[config.mk]
export PLATFORM = sky130hd
export DESIGN_NAME = spi_keys_rx
export DESIGN_NICKNAME = d
export VERILOG_FILES = /design/src/rtl/spi_keys_rx.sv
export SDC_FILE = /design/constraint.sdc
export NUM_CORES = 1
export LEC_CHECK = 0
export ABC_CLOCK_PERIOD_IN_PS = 5550
export CORE_MARGIN = 4
export CORE_UTILIZATION = 35
export DETAILED_ROUTE_END_ITERATION = 10
export SLEW_MARGIN = 40
export SYNTH_ARGS = -nofsm -noshare
export SYNTH_HDL_FRONTEND = slang
export SYNTH_SLANG_ARGS = --single-unit
[constraint.sdc]
create_clock -name clk_g_i -period 5.55 [get_ports clk_g_i]
set_input_delay 0.555 -clock clk_g_i [delete_from_list [all_inputs] [get_ports clk_g_i]]
set_output_delay 0.555 -clock clk_g_i [all_outputs]
set_load 0.03 [all_outputs]
[src/rtl/spi_keys_rx.sv]
// rtl/spi_keys_rx.sv - SPI mode-0 slave collecting key-state frames (optional SPI_KEYS_RX_EDGE_EN edge pulses)
module spi_keys_rx #(
   parameter int NUM_KEYS       = 61,
   parameter int ACK_CYCLES     = 16,
   parameter int TIMEOUT_CYCLES = 1024
) (
   input  logic                clk_g_i,
   input  logic                rstn_g_i,
   input  logic                spi_clk_i,
   input  logic                spi_mosi_i,
   output logic                spi_keys_ack_o,
   output logic [NUM_KEYS-1:0] keys_o,
   output logic                keys_valid_o,
   output logic                frame_err_o,
   output logic [NUM_KEYS-1:0] keys_pressed_o,
   output logic [NUM_KEYS-1:0] keys_released_o
);

   localparam int GROUPS = (NUM_KEYS + 7) / 8;
   localparam int GW     = $clog2(GROUPS + 1);
   localparam int FW     = GROUPS * 8;
   localparam int TW     = (TIMEOUT_CYCLES > 1) ? $clog2(TIMEOUT_CYCLES) : 1;
   localparam int AW     = (ACK_CYCLES > 1) ? $clog2(ACK_CYCLES) : 1;

   typedef enum logic [1:0] {S_IDLE, S_RECV, S_ACK} state_t;

   state_t              r_state;
   state_t              w_state_nxt;
   logic                r_sck_s1, r_sck_s2, r_sck_d;
   logic                r_mosi_s1, r_mosi_s2;
   logic [6:0]          r_shift;
   logic [2:0]          r_bit_cnt;
   logic [GW-1:0]       r_byte_cnt;
   logic [TW-1:0]       r_to_cnt;
   logic [AW-1:0]       r_ack_cnt;
   logic [FW-1:0]       r_frame;
   logic                r_keys_valid, r_frame_err, r_ack;
   logic [NUM_KEYS-1:0] r_keys;

   logic                w_edge;
   logic [7:0]          w_byte;
   logic                w_byte_done, w_frame_done, w_timeout, w_overrun, w_ack_end;
   logic [FW-1:0]       w_frame_next;

   // Double-flop SCK/MOSI into clk_g_i and keep one SCK history flop for edge detection
   always_ff @(posedge clk_g_i or negedge rstn_g_i) begin
      if (!rstn_g_i) begin
         r_sck_s1  <= 1'b0;
         r_sck_s2  <= 1'b0;
         r_sck_d   <= 1'b0;
         r_mosi_s1 <= 1'b0;
         r_mosi_s2 <= 1'b0;
      end else begin
         r_sck_s1  <= spi_clk_i;
         r_sck_s2  <= r_sck_s1;
         r_sck_d   <= r_sck_s2;
         r_mosi_s1 <= spi_mosi_i;
         r_mosi_s2 <= r_mosi_s1;
      end
   end

   assign w_edge = r_sck_s2 & ~r_sck_d;
   assign w_byte = {r_shift, r_mosi_s2};

   // State register
   always_ff @(posedge clk_g_i or negedge rstn_g_i) begin
      if (!rstn_g_i) r_state <= S_IDLE;
      else           r_state <= w_state_nxt;
   end

   // Next-state decode
   always_comb begin
      w_state_nxt = r_state;
      case (r_state)
         S_IDLE: if (w_edge) w_state_nxt = S_RECV;
         S_RECV: begin
            if (w_frame_done)   w_state_nxt = S_ACK;
            else if (w_timeout) w_state_nxt = S_IDLE;
         end
         S_ACK:  if (w_ack_end) w_state_nxt = S_IDLE;
         default: w_state_nxt = S_IDLE;
      endcase
   end

   // Per-state event decode; a bit arriving on the expiry cycle wins over the timeout
   always_comb begin
      w_byte_done  = (r_state != S_ACK) && w_edge && (r_bit_cnt == 3'd7);
      w_frame_done = (r_state == S_RECV) && w_byte_done && (r_byte_cnt == GW'(GROUPS - 1));
      w_timeout    = (r_state == S_RECV) && !w_edge && (r_to_cnt == TW'(TIMEOUT_CYCLES - 1));
      w_overrun    = (r_state == S_ACK) && w_edge;
      w_ack_end    = (r_state == S_ACK) && (r_ack_cnt == AW'(ACK_CYCLES - 1));
      w_frame_next = r_frame;
      for (int g = 0; g < GROUPS; g++) begin
         if (r_byte_cnt == GW'(g)) w_frame_next[g*8 +: 8] = w_byte;
      end
   end

   // Shift register, bit/byte counters, timeout and ack counters, frame buffer
   always_ff @(posedge clk_g_i or negedge rstn_g_i) begin
      if (!rstn_g_i) begin
         r_shift    <= '0;
         r_bit_cnt  <= '0;
         r_byte_cnt <= '0;
         r_to_cnt   <= '0;
         r_ack_cnt  <= '0;
         r_frame    <= '0;
      end else begin
         if (w_edge && (r_state != S_ACK)) begin
            r_shift   <= w_byte[6:0];
            r_bit_cnt <= r_bit_cnt + 3'd1;
         end
         if (w_byte_done) begin
            r_frame    <= w_frame_next;
            r_byte_cnt <= r_byte_cnt + GW'(1);
         end
         if (r_state == S_RECV && !w_edge) begin
            if (r_to_cnt != TW'(TIMEOUT_CYCLES - 1)) r_to_cnt <= r_to_cnt + TW'(1);
         end else begin
            r_to_cnt <= '0;
         end
         if (w_timeout || r_state == S_ACK) begin
            r_bit_cnt  <= '0;
            r_byte_cnt <= '0;
         end
         if (r_state == S_ACK) r_ack_cnt <= r_ack_cnt + AW'(1);
         else                  r_ack_cnt <= '0;
      end
   end

   // Registered outputs: frame publish, status pulses, ack level
   always_ff @(posedge clk_g_i or negedge rstn_g_i) begin
      if (!rstn_g_i) begin
         r_keys       <= '1;
         r_keys_valid <= 1'b0;
         r_frame_err  <= 1'b0;
         r_ack        <= 1'b0;
      end else begin
         if (w_frame_done) r_keys <= w_frame_next[NUM_KEYS-1:0];
         r_keys_valid <= w_frame_done;
         r_frame_err  <= w_timeout | w_overrun;
         r_ack        <= (w_state_nxt == S_ACK);
      end
   end

   assign keys_o         = r_keys;
   assign keys_valid_o   = r_keys_valid;
   assign frame_err_o    = r_frame_err;
   assign spi_keys_ack_o = r_ack;

`ifdef SPI_KEYS_RX_EDGE_EN
   logic [NUM_KEYS-1:0] r_prev, r_pressed, r_released;

   // Compare each published frame against the previous one for press/release pulses
   always_ff @(posedge clk_g_i or negedge rstn_g_i) begin
      if (!rstn_g_i) begin
         r_prev     <= '1;
         r_pressed  <= '0;
         r_released <= '0;
      end else if (w_frame_done) begin
         r_prev     <= w_frame_next[NUM_KEYS-1:0];
         r_pressed  <= r_prev & ~w_frame_next[NUM_KEYS-1:0];
         r_released <= ~r_prev & w_frame_next[NUM_KEYS-1:0];
      end else begin
         r_pressed  <= '0;
         r_released <= '0;
      end
   end

   assign keys_pressed_o  = r_pressed;
   assign keys_released_o = r_released;
`else
   assign keys_pressed_o  = '0;
   assign keys_released_o = '0;
`endif

endmodule

==> impl_metrics.ini <==
[run_status]
status = complete, no violations

[clock_tree]
clk_pin_slew_ps = 60
cts_root_buffer = clkbuf_16
cts_buffer_depth = 2
cts_tree = built
cts_hold_buffers = 0
cts_setup_buffers = 0
cts.sinks = 155
numCtsBuffers = 17
ctsResizeCount = 0
cts_max_level = 4
insertion_delay_ps = 420

[synth]
yosysSeqAreaShare_pct = 49.6
ys_ff_latch = 155
syn_area_um2 = 7980
yosysWarnings = 0
ys.flop_type = dfrtp_1
synth_top_cell_area_share_pct = 29.5
synthCells = 684
synth_cell_types = 52
synth_top_area_cell = dfrtp_1
synth-edff-count = 0
yosys-top-cells-area = dfrtp_1, dfstp_2, buf_4, mux2i_1, mux2_4
synthArstFlopShare_pct = 100
synth.avg_cell_area_um2 = 11.7

[grt]
grt_max_degree = 122
grt_use_met2_pct = 18.0
grt_use_met3_pct = 3.52
busiest_layer = met2
globalRoute.totalOverflow = 0
grt_usage_pct = 11.9
grt_pass1_vias = 4279
antenna_found_initial = 0
grtUsageMet1_pct = 16.7
grt_pass1_wl_um = 24300

[power_and_ir_drop]
leakage_nw = 4.10
vdd_drop_max_uv = 213
powerDensity_nw_per_um2 = 328

[worst_hold_path]
worstHoldPathType = input pin to asynchronous set/reset pin

[detailed_routing]
wirelength_um = 14900
via_per_inst = 4.28
ant_nets = 0
first_iter_violations = 180
route.detailed.drc = 0
wl_per_cell_um = 14.5
via_count = 4381
dr.pass1.iters = 4

[layout]
fin_area_um2 = 8900
area_delta_synth_final_pct = 11.6
final.fill_count = 2124
nets = 743
mostFrequentLayoutCells = conb_1, dfrtp_1, nand2_1, clkdlybuf4s50_1, dfstp_2
layout_commonest_cell = conb_1
n_antenna_cell = 0
drive_gt1_share_pct = 23.0

[setup_path]
crit_path_start_kind = flop
r2r_setup_slack_ps = 3240
arrival_ps = 2660
worst-path-max-fanout = 121
critPathKind = flop to flop
endpoint_kind = flop
critPathRequiredTime_ps = 5900

[floorplan]
fp.dieH_um = 159
die_w_um = 159
fp.coreArea_um2 = 22100
rows = 54
io_pins = 190
start_util_pct = 36.1
die_area_um2 = 25300

[sta]
setup_violations = 0
clock_skew_ps = 9.37
final_max_slew_viol_count = 0
period_share_pct = 41.6
finalSetupTns_ps = 0
rsz0062_at_grt = false
hold_viol_final = 0
tightest_slew_ps = 785
fmaxAchievable_ghz = 0.433
relSlewSlack_pct = 47.7
min_period_ps = 2310

[placed_design]
place_area_um2 = 8350
place.gp.congestion = 0.724
hpwl_um = 9780
place.port_buffers = 67

[job]
drv_cap = 0
-- routing by layer --
metal	routed length (um)	part of all wire [%]
met5	0	0
met4	163	1.1
met3	753	5.1
met2	6710	45
met1	7260	49
-- metrics by stage --
stage               setup WS (ps)  power [mW]  hold slack [ps]  util [%]  cells
CTS                          3230        2.96             19.5      40.3   1024
global placement             3010        1.82              335      37.6    991
floorplan                    3740        1.79              259         -    805
finish                       3240        2.92             24.4      40.3   1024
detailed placement           3230        1.83              336      37.8    992
global route                 3040        3.06             26.9      40.3   1024
-- layout make-up --
class	count	area (um^2)	area share [%]
Clock buffer	23	458	5.14
Clock inverter	9	97.6	1.10
Inverter	3	11.3	0.126
Multi-Input combinational cell	484	3310	37.2
Sequential cell	155	3960	44.4
Tap cell	280	350	3.93
Timing Repair Buffer	70	722	8.11
-- where the power goes --
| group | switching [mW] | leakage, nW | internal (mW) |
|---|---|---|---|
| Sequential | 0.160 | 1.90 | 1.20 |
| Combinational | 0.273 | 1.92 | 0.176 |
| Clock | 0.439 | 0.274 | 0.669 |
| Total | 0.873 | 4.10 | 2.05 |
-- cells by family after synthesis --
| logic type | share of synthesized area, % |
|---|---|
| buffers and inverters | 14.8 |
| DFF | 49.6 |
| and+or+nand+nor | 10.5 |
| muxes | 17.7 |
| AOI/OAI and AO/OA | 5.55 |
| adders and majority gates | 1.25 |
| xor gates and xnor gates | 0.659 |
| other | 0.0470 |
-- flip-flops by register name, summed over array words and instances, names as in the netlist, 2 cells and up --
signal,cells
r_byte_cnt,4
r_state,2
r_bit_cnt,3
r_shift,7
r_ack_cnt,4
r_frame,56
r_to_cnt,10
keys_o,61
-- final timing paths --
kind | from | endpoint | cells past startpoint
max reg2reg | r_bit_cnt[0] | keys_o[58] | 8
max | r_bit_cnt[0] | keys_o[58] | 8
max in group asynchronous | rstn_g_i | keys_o[27] | 2
min reg2reg | r_sck_s1 | r_sck_s2 | 0
min | rstn_g_i | r_sck_s1 | 1
min in group clk_g_i | r_sck_s1 | r_sck_s2 | 0
-- worst max-delay path, cell delays in order (launching register included) --
cell	delay, ps
dfrtp_1	400
ha_1	210
ha_1	160
and3b_1	290
nand3_4	130
buf_6	570
inv_1	250
nand2_1	130
nand2_1	70
-- synthesized netlist by cell type, types with 5 or more instances --
| cell type | number |
|---|---|
| mux2_4 | 32 |
| dfrtp_1 | 94 |
| nand3_1 | 10 |
| clkbuf_1 | 12 |
| buf_1 | 5 |
| nand2_1 | 85 |
| buf_4 | 125 |
| o21ai_0 | 55 |
| ha_1 | 8 |
| and2_1 | 5 |
| nor2_1 | 14 |
| buf_6 | 10 |
| mux2i_1 | 58 |
| a21oi_1 | 5 |
| mux2_1 | 8 |
| mux2_2 | 23 |
| buf_2 | 11 |
| dfstp_2 | 61 |
No activity file was read; power rests on OpenSTA's default activity.
